--- src/rtl/matmul_pkg.sv ---
// Shared types and sizing helpers for the sequential matrix multiplier.
// Holds the controller state encoding and the accumulator-width rule.
package matmul_pkg;

    typedef enum logic [1:0] {
        IDLE    = 2'd0,
        COMPUTE = 2'd1,
        DONE    = 2'd2
    } state_t;

    // Wide enough to hold the sum of N full-scale DW x DW products.
    function automatic int acc_width(input int n, input int dw);
        return 2 * dw + $clog2(n);
    endfunction

    function automatic int idx_width(input int n);
        return (n > 1) ? $clog2(n) : 1;
    endfunction

endpackage

--- src/rtl/matmul_seq_if.sv ---
// Operand/result handshake bundle for matmul_seq.
// The master drives operands and accepts results; the slave is the multiplier.
interface matmul_seq_if #(
    parameter int N  = 3,
    parameter int DW = 8
);
    logic                  in_valid;
    logic                  in_ready;
    logic [N*N*DW-1:0]     a_flat;
    logic [N*N*DW-1:0]     b_flat;
    logic                  out_valid;
    logic                  out_ready;
    logic [N*N*DW-1:0]     result;
    logic                  busy;

    modport master (
        output in_valid, a_flat, b_flat, out_ready,
        input  in_ready, out_valid, result, busy
    );

    modport slave (
        input  in_valid, a_flat, b_flat, out_ready,
        output in_ready, out_valid, result, busy
    );
endinterface

--- src/rtl/matmul_mac.sv ---
// Registered multiply-accumulate with synchronous clear, plus the reduced
// element value of the next sum (saturating when MATMUL_SEQ_SAT_EN is defined).
module matmul_mac #(
    parameter int DW = 8,
    parameter int AW = 2 * DW + 2
) (
    input  logic          clk,
    input  logic          rst_n,
    input  logic          i_clear,
    input  logic          i_en,
    input  logic [DW-1:0] i_a,
    input  logic [DW-1:0] i_b,
    output logic [DW-1:0] o_elem
);

    logic [AW-1:0]   r_acc;
    logic [AW-1:0]   w_sum;
    logic [2*DW-1:0] w_prod;

    assign w_prod = {{DW{1'b0}}, i_a} * {{DW{1'b0}}, i_b};
    assign w_sum  = r_acc + {{(AW-2*DW){1'b0}}, w_prod};

    // Clear wins over enable so the last product of an element never leaks
    // into the next element's sum.
    always_ff @(posedge clk) begin
        if (!rst_n) begin
            r_acc <= '0;
        end else if (i_clear) begin
            r_acc <= '0;
        end else if (i_en) begin
            r_acc <= w_sum;
        end
    end

    always_comb begin
`ifdef MATMUL_SEQ_SAT_EN
        o_elem = (|w_sum[AW-1:DW]) ? {DW{1'b1}} : w_sum[DW-1:0];
`else
        o_elem = w_sum[DW-1:0];
`endif
    end

endmodule

--- src/rtl/matmul_seq.sv ---
// Sequential N x N matrix multiplier, one MAC per cycle (k inner, j, i outer).
// Optional feature: define MATMUL_SEQ_SAT_EN to clamp elements instead of wrapping.
module matmul_seq
    import matmul_pkg::*;
#(
    parameter int N  = 3,
    parameter int DW = 8
) (
    input  logic        clk,
    input  logic        rst_n,
    matmul_seq_if.slave io_bus
);

    localparam int NE = N * N;
    localparam int AW = acc_width(N, DW);
    localparam int IW = idx_width(N);

    state_t            r_state;
    state_t            w_next;
    logic [NE*DW-1:0]  r_a;
    logic [NE*DW-1:0]  r_b;
    logic [NE*DW-1:0]  r_res;
    logic [NE*DW-1:0]  r_result;
    logic [IW-1:0]     r_i;
    logic [IW-1:0]     r_j;
    logic [IW-1:0]     r_k;
    logic              r_fin;

    logic              w_accept;
    logic              w_step;
    logic              w_last_i;
    logic              w_last_j;
    logic              w_last_k;
    logic              w_wr_elem;
    logic              w_mac_clr;
    logic [DW-1:0]     w_a_elem;
    logic [DW-1:0]     w_b_elem;
    logic [DW-1:0]     w_elem;

    // Element [row][col] sits MSB-first in the flat vectors.
    function automatic int elem_lsb(input int row, input int col);
        return (NE - 1 - (row * N + col)) * DW;
    endfunction

    assign w_accept  = io_bus.in_valid && (r_state == IDLE);
    assign w_step    = (r_state == COMPUTE) && !r_fin;
    assign w_last_i  = (r_i == IW'(N - 1));
    assign w_last_j  = (r_j == IW'(N - 1));
    assign w_last_k  = (r_k == IW'(N - 1));
    assign w_wr_elem = w_step && w_last_k;
    assign w_mac_clr = w_accept || w_wr_elem;

    assign w_a_elem = r_a[elem_lsb(int'(r_i), int'(r_k)) +: DW];
    assign w_b_elem = r_b[elem_lsb(int'(r_k), int'(r_j)) +: DW];

    matmul_mac #(
        .DW (DW),
        .AW (AW)
    ) u_mac (
        .clk     (clk),
        .rst_n   (rst_n),
        .i_clear (w_mac_clr),
        .i_en    (w_step),
        .i_a     (w_a_elem),
        .i_b     (w_b_elem),
        .o_elem  (w_elem)
    );

    // NOTE: sequential state uses non-blocking assignments so every register
    // samples pre-edge values, independent of block ordering.
    always_ff @(posedge clk) begin
        if (!rst_n) begin
            r_state <= IDLE;
        end else begin
            r_state <= w_next;
        end
    end

    // NOTE: w_next gets a default before the case, so no path leaves it
    // unassigned and no latch is inferred.
    always_comb begin
        w_next = r_state;
        case (r_state)
            IDLE:    if (io_bus.in_valid)  w_next = COMPUTE;
            COMPUTE: if (r_fin)            w_next = DONE;
            DONE:    if (io_bus.out_ready) w_next = IDLE;
            default:                       w_next = IDLE;
        endcase
    end

    // Loop indices; r_fin marks that the final MAC has been written back.
    always_ff @(posedge clk) begin
        if (!rst_n) begin
            r_i   <= '0;
            r_j   <= '0;
            r_k   <= '0;
            r_fin <= 1'b0;
        end else if (w_accept) begin
            r_i   <= '0;
            r_j   <= '0;
            r_k   <= '0;
            r_fin <= 1'b0;
        end else if (w_step) begin
            if (w_last_k) begin
                r_k <= '0;
                if (w_last_j) begin
                    r_j <= '0;
                    if (w_last_i) begin
                        r_fin <= 1'b1;
                    end else begin
                        r_i <= r_i + IW'(1);
                    end
                end else begin
                    r_j <= r_j + IW'(1);
                end
            end else begin
                r_k <= r_k + IW'(1);
            end
        end
    end

    // NOTE: operand and scratch storage carry no reset: each is fully
    // written by a job before it is read, and only r_result is visible.
    always_ff @(posedge clk) begin
        if (w_accept) begin
            r_a <= io_bus.a_flat;
            r_b <= io_bus.b_flat;
        end
        if (w_wr_elem) begin
            r_res[elem_lsb(int'(r_i), int'(r_j)) +: DW] <= w_elem;
        end
    end

    // The visible result only changes on the COMPUTE -> DONE transition.
    always_ff @(posedge clk) begin
        if (!rst_n) begin
            r_result <= '0;
        end else if ((r_state == COMPUTE) && r_fin) begin
            r_result <= r_res;
        end
    end

    assign io_bus.in_ready  = (r_state == IDLE);
    assign io_bus.busy      = (r_state == COMPUTE);
    assign io_bus.out_valid = (r_state == DONE);
    assign io_bus.result    = r_result;

endmodule
--- src/flat_wrapper.sv ---
// flat-port wrapper written by rule: the top's interface ports become plain ports
module matmul_seq_flat import matmul_pkg::*;
#(
    parameter int N  = 3,
    parameter int DW = 8
)
  (clk, rst_n, io_bus_in_valid, io_bus_a_flat, io_bus_b_flat, io_bus_out_ready, io_bus_in_ready, io_bus_out_valid, io_bus_result, io_bus_busy);
  matmul_seq_if #(.N(N), .DW(DW)) io_bus_i ();
  input  logic clk;
  input  logic rst_n;
  input wire logic [$bits(io_bus_i.in_valid)-1:0] io_bus_in_valid;
  input wire logic [$bits(io_bus_i.a_flat)-1:0] io_bus_a_flat;
  input wire logic [$bits(io_bus_i.b_flat)-1:0] io_bus_b_flat;
  input wire logic [$bits(io_bus_i.out_ready)-1:0] io_bus_out_ready;
  output wire logic [$bits(io_bus_i.in_ready)-1:0] io_bus_in_ready;
  output wire logic [$bits(io_bus_i.out_valid)-1:0] io_bus_out_valid;
  output wire logic [$bits(io_bus_i.result)-1:0] io_bus_result;
  output wire logic [$bits(io_bus_i.busy)-1:0] io_bus_busy;
  assign io_bus_i.in_valid = io_bus_in_valid;
  assign io_bus_i.a_flat = io_bus_a_flat;
  assign io_bus_i.b_flat = io_bus_b_flat;
  assign io_bus_i.out_ready = io_bus_out_ready;
  assign io_bus_in_ready = io_bus_i.in_ready;
  assign io_bus_out_valid = io_bus_i.out_valid;
  assign io_bus_result = io_bus_i.result;
  assign io_bus_busy = io_bus_i.busy;
  matmul_seq #(.N(N), .DW(DW)) u_core (.clk(clk), .rst_n(rst_n), .io_bus(io_bus_i));
endmodule
--- config.mk ---
export PLATFORM = sky130hd
export DESIGN_NAME = matmul_seq_flat
export DESIGN_NICKNAME = d
export VERILOG_FILES = /design/src/rtl/matmul_pkg.sv /design/src/rtl/matmul_seq_if.sv /design/src/rtl/matmul_mac.sv /design/src/rtl/matmul_seq.sv /design/src/flat_wrapper.sv
export SDC_FILE = /design/constraint.sdc
export NUM_CORES = 1
export LEC_CHECK = 0
export ABC_CLOCK_PERIOD_IN_PS = 6500
export CELL_PAD_IN_SITES_DETAIL_PLACEMENT = 0
export CELL_PAD_IN_SITES_GLOBAL_PLACEMENT = 1
export CORE_MARGIN = 3
export CORE_UTILIZATION = 40
export CTS_BUF_LIST = sky130_fd_sc_hd__clkbuf_4
export DETAILED_ROUTE_END_ITERATION = 8
export PLACE_DENSITY = 0.81
export SLEW_MARGIN = 20
export SYNTH_ARGS = -nofsm -noshare
export SYNTH_HDL_FRONTEND = slang
export SYNTH_SLANG_ARGS = --single-unit
--- constraint.sdc ---
create_clock -name clk -period 6.5 [get_ports clk]
set_clock_uncertainty 0.2 [all_clocks]
set_input_delay 0.975 -clock clk [delete_from_list [all_inputs] [get_ports clk]]
set_output_delay 0.975 -clock clk [all_outputs]
set_load 0.05 [all_outputs]
Word-level counts from Yosys, hierarchy flattened
Cells that the tools add are included.
{"block": "op_classes", "addsub": 11, "multipliers": 3, "div": 0, "magnitude_cmp": 0, "n_eq_ne": 8, "n_shift": 4, "mux": 7, "bitwise_logic": 2, "n_reduce_logical": 13}
{"operator": "indexed part select 72 x 32 -> 8 bit", "n": 2}
{"operator": "adder 29 x 3 -> 29 bit", "n": 3}
{"operator": "subtractor 5 x 29 -> 29 bit (first input constant)", "n": 3}
{"operator": "bitwise mux 72 bit", "n": 1}
{"operator": "variable shift 8 x 33 -> 72 bit (first input constant)", "n": 1}
{"operator": "indexed part select 8 x 33 -> 72 bit", "n": 1}
{"operator": "negation 32 -> 33 bit", "n": 1}
{"operator": "adder 18 x 16 -> 18 bit", "n": 1}
{"operator": "multiplier 8 x 8 -> 16 bit", "n": 1}
{"operator": "two-way mux 2 bit", "n": 5}
{"operator": "equality test 2 bit (second input constant)", "n": 4}
{"operator": "multiplier 2 x 2 -> 4 bit (second input constant)", "n": 2}
{"operator": "AND reduction 4 bit", "n": 2}
{"operator": "adder 2 x 1 -> 2 bit (second input constant)", "n": 3}
{"operator": "case mux 2 bit (3 select lines)", "n": 1}
{"operator": "logical AND 1 bit", "n": 4}
{"operator": "inequality test 2 bit (second input constant)", "n": 2}
{"operator": "OR reduction 2 bit", "n": 2}
{"operator": "AND reduction 3 bit", "n": 1}
{"operator": "equality test 2 x 1 -> 1 bit (second input constant)", "n": 1}
{"operator": "logical NOT 2 bit", "n": 1}
{"operator": "inequality test 2 x 1 -> 1 bit (second input constant)", "n": 1}
{"operator": "inverter 1 bit", "n": 2}
{"operator": "AND reduction 2 bit", "n": 1}
{"operator": "2 further kinds", "n": 2}
{"block": "word_totals", "reg_bits": 315, "latchBits": 0, "mem_bits_rw": 0, "rom_bits": 0, "inputBits": 148, "out_inout_bits": 75, "n_memories": 0}

Longest topological paths before layout
Gate-level depths: netlist of run 1.
{"block": "logic_depth", "word_depth": 8, "mapped_depth": 31}

By module
A second synthesis of run 1 with hierarchy kept.
{"block": "hier_totals", "hier_cells": 1072, "area_unflattened_um2": 13447.9}
{"mod": "matmul_seq", "instances": 1, "cells_each": 911, "area_per_inst_um2": 12079.1}
{"mod": "matmul_mac", "instances": 1, "cells_each": 161, "area_per_inst_um2": 1368.8}

Worst setup path before layout of run 1
Ideal clock, no wire load.
{"block": "synth_path", "path_kind": "register to register", "start": "register u_core.r_i[0]", "end": "register u_core.r_res[15] (data pin)", "arrival_time_ns": 6.643, "path_slack_ns": -0.623, "path_stages_with_launch": 30, "path_buffers": 1, "synth_period_minus_slack_ns": 7.123, "path_cell_list": "dfxtp_1 inv_1 ha_1 inv_1 ha_1 inv_1 ha_1 inv_1 fa_1 buf_2 mux2_2 o22ai_1 or3_1 a21oi_1 nand2_1 fa_1 fa_1 inv_1 ha_1 inv_1 fa_1 inv_1 fa_1 a21o_1 a21oi_1 xnor2_1 xnor2_1 xnor3_1 xnor3_2 nor3_1"}
{"block": "synth_between", "elab_chain_len": 8, "elab_cells_between_ends": 12}
{"item": "start: declaration", "line": "matmul_seq.sv:24", "text": "logic [IW-1:0] r_i;"}
{"item": "start signal: assignment", "line": "matmul_seq.sv:111", "text": "r_i <= r_i + IW'(1);"}
{"item": "multiplier 2 x 2 -> 4 bit (*)", "line": "matmul_seq.sv:42", "text": "return (NE - 1 - (row * N + col)) * DW;"}
{"item": "adder 29 x 3 -> 29 bit", "line": "matmul_seq.sv:42"}
{"item": "subtractor 5 x 29 -> 29 bit", "line": "matmul_seq.sv:42"}
{"item": "indexed part select 72 x 32 -> 8 bit", "line": "matmul_seq.sv:53", "text": "assign w_a_elem = r_a[elem_lsb(int'(r_i), int'(r_k)) +: DW];"}
{"item": "multiplier 8 x 8 -> 16 bit", "line": "matmul_mac.sv:20", "text": "assign w_prod = {{DW{1'b0}}, i_a} * {{DW{1'b0}}, i_b};"}
{"item": "adder 18 x 16 -> 18 bit", "line": "matmul_mac.sv:21", "text": "assign w_sum = r_acc + {{(AW-2*DW){1'b0}}, w_prod};"}
{"item": "indexed part select 8 x 33 -> 72 bit", "line": "matmul_seq.sv:130", "text": "r_res[elem_lsb(int'(r_i), int'(r_j)) +: DW] <= w_elem;"}
{"item": "bitwise mux 72 bit (*)", "line": "matmul_seq.sv:130"}
{"item": "end signal: indexed assignment", "line": "matmul_seq.sv:130"}
{"item": "end: declaration", "line": "matmul_seq.sv:22", "text": "logic [NE*DW-1:0] r_res;"}
Every way passes the cells marked *; elsewhere a longest branch is shown, timed or not.
A chain may end at the register's enable or synchronous reset.

Worst setup path in the final report of run 1
{"block": "layout_path", "start": "register u_core.r_i[0]", "end": "register u_core.r_res[31] (data pin)"}
The elaborated chain is that of the path after synthesis.

==> results of run 1 <==
==> sequential cells by signal (all words and copies together), names as in the netlist <==
| name | cells |
|---|---|
| u_core.r_fin | 1 |
| u_core.r_res | 72 |
| u_core.r_k | 2 |
| u_core.r_state | 2 |
| u_core.r_a | 72 |
| u_core.io_bus.result | 72 |
| u_core.r_b | 72 |
| u_core.u_mac.r_acc | 8 |
| u_core.r_j | 2 |
| u_core.r_i | 2 |
==> power by group <==
part,internal [mW],switching [mW],leakage (nW)
clock,0.907,0.762,0.611
sequential,2.17,0.0218,2.66
combinational,0.693,0.806,3.01
==> per-stage QoR <==
| step | area, um^2 | hold slack (ns) | utilization | setup slack [ns] |
|---|---|---|---|---|
| after global placement | 16400 | 0.245 | 0.513 | -0.256 |
| final | 17800 | 0.261 | 0.558 | -0.312 |
| after CTS | 17700 | 0.264 | 0.554 | -0.246 |
| after detailed placement | 16400 | 0.251 | 0.513 | -0.323 |
| after global routing | 17800 | 0.281 | 0.558 | -0.546 |
| after floorplan | 13300 | 0.236 | - | -0.00954 |
==> logic make-up (layout without fill, tap and decap cells) <==
kind of cell / count (synthesis) / after routing / synth area share
AO/OA/AOI/OAI: 146 / 146 / 0.0788
multiplexers: 53 / 53 / 0.0531
XOR/XNOR: 20 / 21 / 0.0155
AND/OR/NAND/NOR: 381 / 381 / 0.125
buffers and inverters: 95 / 494 / 0.0291
adder cells (fa/ha/maj): 60 / 60 / 0.0691
flip-flops: 305 / 305 / 0.629
other: 0 / 1 / 0
==> layout make-up <==
cell class              count  share of cell area
well taps                 435              0.0305
inverters                  53              0.0117
flip-flops and latches    305               0.464
clock inverters            27             0.00912
repair buffers            297               0.159
multi-input cells         661               0.277
clock buffers             117              0.0492
diodes                      1            0.000140
==> cell usage in the layout, fill, tap and decap left out, drive strengths merged, types with 4 or more instances in the layout <==
master         count
and2              13
nand2            216
clkdlybuf4s50    221
mux2              24
nor2b             10
a221oi             9
mux4              11
nand3              4
nor3              20
a21oi             24
clkbuf           117
o21ai              5
inv               55
nor2              89
edfxtp           216
buf               76
fa                21
nand2b            10
dfxtp             89
ha                39
a21boi            73
clkinv            21
mux2i             18
o22ai             15
xnor2             15
==> repair_timing <==
action,CTS,global route
endpoints found under the setup margin,10,28
pin swaps,13,13
gates cloned,2,0
buffers inserted,8,2
gates resized for setup,43,18
==> critical path, delay by kind of cell, from the launching register on <==
family | cells | cell delay, ns
AOI/OAI and AO/OA | 4 | 0.59
xor gates and xnor gates | 4 | 0.97
adders and majority gates | 9 | 3.26
buffers and inverters | 9 | 0.63
DFF | 1 | 0.33
muxes | 1 | 0.20
and+or+nand+nor | 3 | 0.28
==> worst max-delay path by stage <==
stage	start	endpoint	slack, ns	cells past startpoint
CTS	u_core.r_i[0]$_SDFFE_PP0P_	u_core.r_res[31]$_DFFE_PP_	-0.25	30
global route	u_core.r_i[0]$_SDFFE_PP0P_	u_core.r_res[71]$_DFFE_PP_	-0.55	31
floorplan	u_core.r_i[0]$_SDFFE_PP0P_	u_core.r_res[15]$_DFFE_PP_	-0.01	30
detailed placement	u_core.r_i[0]$_SDFFE_PP0P_	u_core.r_res[15]$_DFFE_PP_	-0.32	27
global placement	u_core.r_i[0]$_SDFFE_PP0P_	u_core.r_res[15]$_DFFE_PP_	-0.26	30
finish	u_core.r_i[0]$_SDFFE_PP0P_	u_core.r_res[31]$_DFFE_PP_	-0.31	30
==> metal layers <==
layer / wire length (um) / vias up
li1: - / 4444
met3: 2450 / 58
met4: 674 / 0
met5: 0 / -
met2: 14200 / 362
met1: 12900 / 4199
==> metrics.csv, run 1 <==
metric,value,unit
reg2reg setup slack,-0.31,ns
"top cells by count, synth","edfxtp_1, nand2_1, dfxtp_1, nor2_1, a21boi_0",
GRT Total Usage,0.171,
final hold vios,0,
Final Max Tran Viols,0,
H-tree Lvls,3,
Rows,65,
dpl cells,1739,
data required time of the worst path,6.68,ns
routability cong.,0.876,
Routed WL,30300,um
gr busiest metal,met2,
status,"complete, but fails checks",
Mapped Cells,1060,
top-level port count,223,
Hold Crit Start,u_core.io_bus.result[18]$_SDFFE_PN0P_,
fin crit share,1.05,
non-filler instance count after layout,1896,
Max-cap violations,0,
Initial Utilization,0.411,
CP startpoint kind,flop,
CP endpoint kind,flop,
Routed Antenna Nets,0,
Vias,9063,
worst hold path endpoint,u_core.io_bus.result[18]$_SDFFE_PN0P_,
# port buffers,222,
# fillers,2677,
worst setup margin,-0.312,ns
largest net degree at the start of global routing,100,
CTS tree,yes,
grt total ovfl,0,
post-synthesis async set-or-reset flop share,0,
M3 GR Usage,0.0506,
# DRC,0,
synthesized area,13100,um^2
Pwr Total,5.36,mW
clock slew at reported path FFs,0.07,ns
# hold bufs at CTS,0,
Synth warnings,0,
RR Startpoint,u_core.r_i[0]$_SDFFE_PP0P_,
sequential area share after synthesis,0.629,
Critical Path AT,6.99,ns
clk buf depth,3,
Netlist cell types,53,
DP HPWL,21300,um
area delta synth->final,35.7,%
Tmin final,6.81,ns
setup TNS,-2.72,ns
Detailed Routing Iterations Pass 1,5,
Worst-Skew Late Latency,0.70,ns
met1 Use GR,0.214,
Leak Pwr,6.28,nW
# setup viols final,10,
hold path cells,2,
clock root buffer,clkbuf_4,
vias in the first global route,9467,
Slew @ Worst Pin,0.911,ns
Post-synth EDFFs,216,
unrepaired setup endpoints after global routing,true,
"area leader, netlist",edfxtp_1,
critical path's largest stage delay,0.53,ns
area occupied by multi-input gates,4940,um^2
failing checks,negative setup slack,
maximum clock frequency,147,MHz
sink count of the clock tree,305,
1st-iter DRT viols,553,
Vias per Instance,4.78,
met2 GRT Util,0.280,
Worst Reg-to-Reg Cells,30,
layout cells sized above 1,0.216,
core area,32000,um^2
Die Width,187,um
top cell type's share of synthesized area,0.493,
critical path peak fanout,6,
Routed WL per cell,16.0,um
area of the die,35100,um^2
top_reg_cell synth,edfxtp_1,
CP max-delay cell,fa_1,
CTS buffer count,78,
syn nets,1268,
#FFs+latches synth,305,
Die Height,187,um
first-pass GRT wire length,48300,um
initial antenna violation count,1,
CP Class,reg2reg,
slew margin rel.,0.389,
Hold Path Class,reg2reg,
Area contributors post-synth,"edfxtp_1, dfxtp_1, nand2_1",
VDD IR max,0.196,mV
Final nets,1604,
cell repeated most along the worst path,inv_2,
Power Dens Cells,301,nW/um^2
synthesized area per cell,12.4,um^2
Worst R2R End,u_core.r_res[31]$_DFFE_PP_,
Seq. cell area,8280,um^2
(Power assumes the default switching activity.)
==> inputs of run 2 (changes only) <==
- CTS_CLUSTER_DIAMETER: default -> 100
==> results of run 2 <==
No change in the layout: final DEF, timing and power equal those of run 1.
==> inputs of run 3 (changes only) <==
- GPL_TIMING_DRIVEN: default -> 0
==> run 3 against run 2 <==
The run still ends with negative setup slack left. Wire length fell by 0.25%. Sequential share of layout area rose by 0.70 points. Sequential cell count did not move. Non-clock buffer count fell by 10. Total power fell by 0.99%. Critical path depth fell by 2. Critical path type unchanged. Critical endpoint is now u_core.r_res[71]$_DFFE_PP_.
==> metrics.csv, run 3 (synthesized netlist as in run 1, its figures left out) <==
metric,value,unit
status,"complete, but fails checks",
failing checks,negative setup slack,
reg2reg setup slack,-0.41,ns
CTS tree,yes,
# port buffers,221,
vias in the first global route,9356,
# setup viols final,10,
Max-cap violations,0,
routability cong.,0.825,
# fillers,2683,
area delta synth->final,33.7,%
unrepaired setup endpoints after global routing,true,
CP max-delay cell,fa_1,
"delay-heaviest family, CP",adder cells,
combinational share of power,0.271,
Routed WL per cell,16.1,um
sink count of the clock tree,305,
worst hold slack,0.261,ns
"most common cell after layout, fill and taps aside",clkdlybuf4s50_1,
largest net degree at the start of global routing,94,
Die Height,187,um
Hold Path Class,reg2reg,
Leak Pwr,6.06,nW
Detailed Routing Iterations Pass 1,5,
critical path peak fanout,10,
Pint,3.73,mW
area of the die,35100,um^2
layout cells sized above 1,0.192,
Routed Antenna Nets,0,
CP endpoint kind,flop,
core area,32000,um^2
sequential power share,0.413,
critical path's largest stage delay,0.50,ns
Routed WL,30200,um
"commonest non-fill, non-tap cells in the layout","clkdlybuf4s50_1, edfxtp_1, nand2_1",
top-level port count,223,
Vias per Instance,4.84,
clock root buffer,clkbuf_4,
grt total ovfl,0,
Power Dens Cells,302,nW/um^2
fin crit share,1.06,
Tmin final,6.91,ns
final hold vios,0,
clock share of power,0.316,
switching share of power,0.298,
H-tree Lvls,3,
CP Class,reg2reg,
Die Width,187,um
data required time of the worst path,6.68,ns
CP startpoint kind,flop,
worst setup margin,-0.411,ns
Initial Utilization,0.411,
Pwr Total,5.31,mW
Final nets,1593,
Critical Path AT,7.09,ns
Slew @ Worst Pin,1.01,ns
Rows,65,
WP buf/inv,7,
1st-iter DRT viols,550,
initial antenna violation count,1,
clock slew at reported path FFs,0.07,ns
DP HPWL,21700,um
slew margin rel.,0.319,
GRT Total Usage,0.170,
first-pass GRT wire length,48100,um
# DRC,0,
Final Max Tran Viols,0,
Vias,9070,
CTS buffer count,78,
Worst-Skew Late Latency,0.69,ns
clk buf depth,3,
P_sw,1.58,mW
VDD IR max,0.288,mV
maximum clock frequency,145,MHz
## run 3: per-stage QoR
stage	util	instance area (um^2)	TNS [ns]	setup WS, ns	cells
floorplan	-	13300	-0.0119	-0.00954	1060
global placement	0.503	16100	-12.18	-0.768	1716
detailed placement	0.504	16100	-14.00	-0.843	1717
CTS	0.543	17400	-4.40	-0.464	1863
global route	0.550	17600	-6.09	-0.641	1875
finish	0.550	17600	-3.93	-0.411	1875
## run 3: final timing paths
kind | from | endpoint | cells past startpoint
max reg2reg | u_core.r_k[0]$_SDFFE_PP0P_ | u_core.r_res[71]$_DFFE_PP_ | 28
max | u_core.r_k[0]$_SDFFE_PP0P_ | u_core.r_res[71]$_DFFE_PP_ | 28
min | u_core.io_bus.result[39]$_SDFFE_PN0P_ | u_core.io_bus.result[39]$_SDFFE_PN0P_ | 2
min reg2reg | u_core.io_bus.result[39]$_SDFFE_PN0P_ | u_core.io_bus.result[39]$_SDFFE_PN0P_ | 2
## run 3: area by class of cell
cell class / count / area (um^2) / area share
clock inverters: 15 / 130 / 0.00740
flip-flops and latches: 305 / 8280 / 0.471
multi-input cells: 660 / 4870 / 0.277
clock buffers: 119 / 893 / 0.0508
diodes: 1 / 2.50 / 0.000142
plain buffers: 40 / 205 / 0.0117
inverters: 53 / 206 / 0.0117
well taps: 435 / 544 / 0.0310
repair buffers: 247 / 2440 / 0.139
## run 3: power groups by stage
stage | logic [mW] | clock network, mW | registers, mW
floorplan | 0.746 | 0 | 2.23
global placement | 1.16 | 0 | 2.24
detailed placement | 1.18 | 0 | 2.24
CTS | 1.36 | 1.74 | 2.19
global route | 1.57 | 1.83 | 2.20
finish | 1.44 | 1.68 | 2.19
## run 3: timing repair
| action | CTS | global route |
|---|---|---|
| pin swaps | 16 | 19 |
| resized for setup | 27 | 28 |
| hold buffers | 0 | 0 |
| setup buffers | 13 | 11 |
| gates cloned | 1 | 0 |
| endpoints found under the setup margin | 28 | 32 |
## run 3: metal layers
layer | share of wire | up-vias | GRT usage
met2 | 0.48 | 313 | 0.280
met3 | 0.075 | 62 | 0.0519
met4 | 0.018 | 0 | 0.0567
met1 | 0.43 | 4294 | 0.216
met5 | 0 | - | 0
li1 | - | 4401 | -
## run 3: tightest hold or removal path, delay by kind of cell (launching register included)
family             cells  cell delay, ns
DFF                    1            0.31
and+or+nand+nor        1            0.05
AOI/OAI and AO/OA      1            0.06
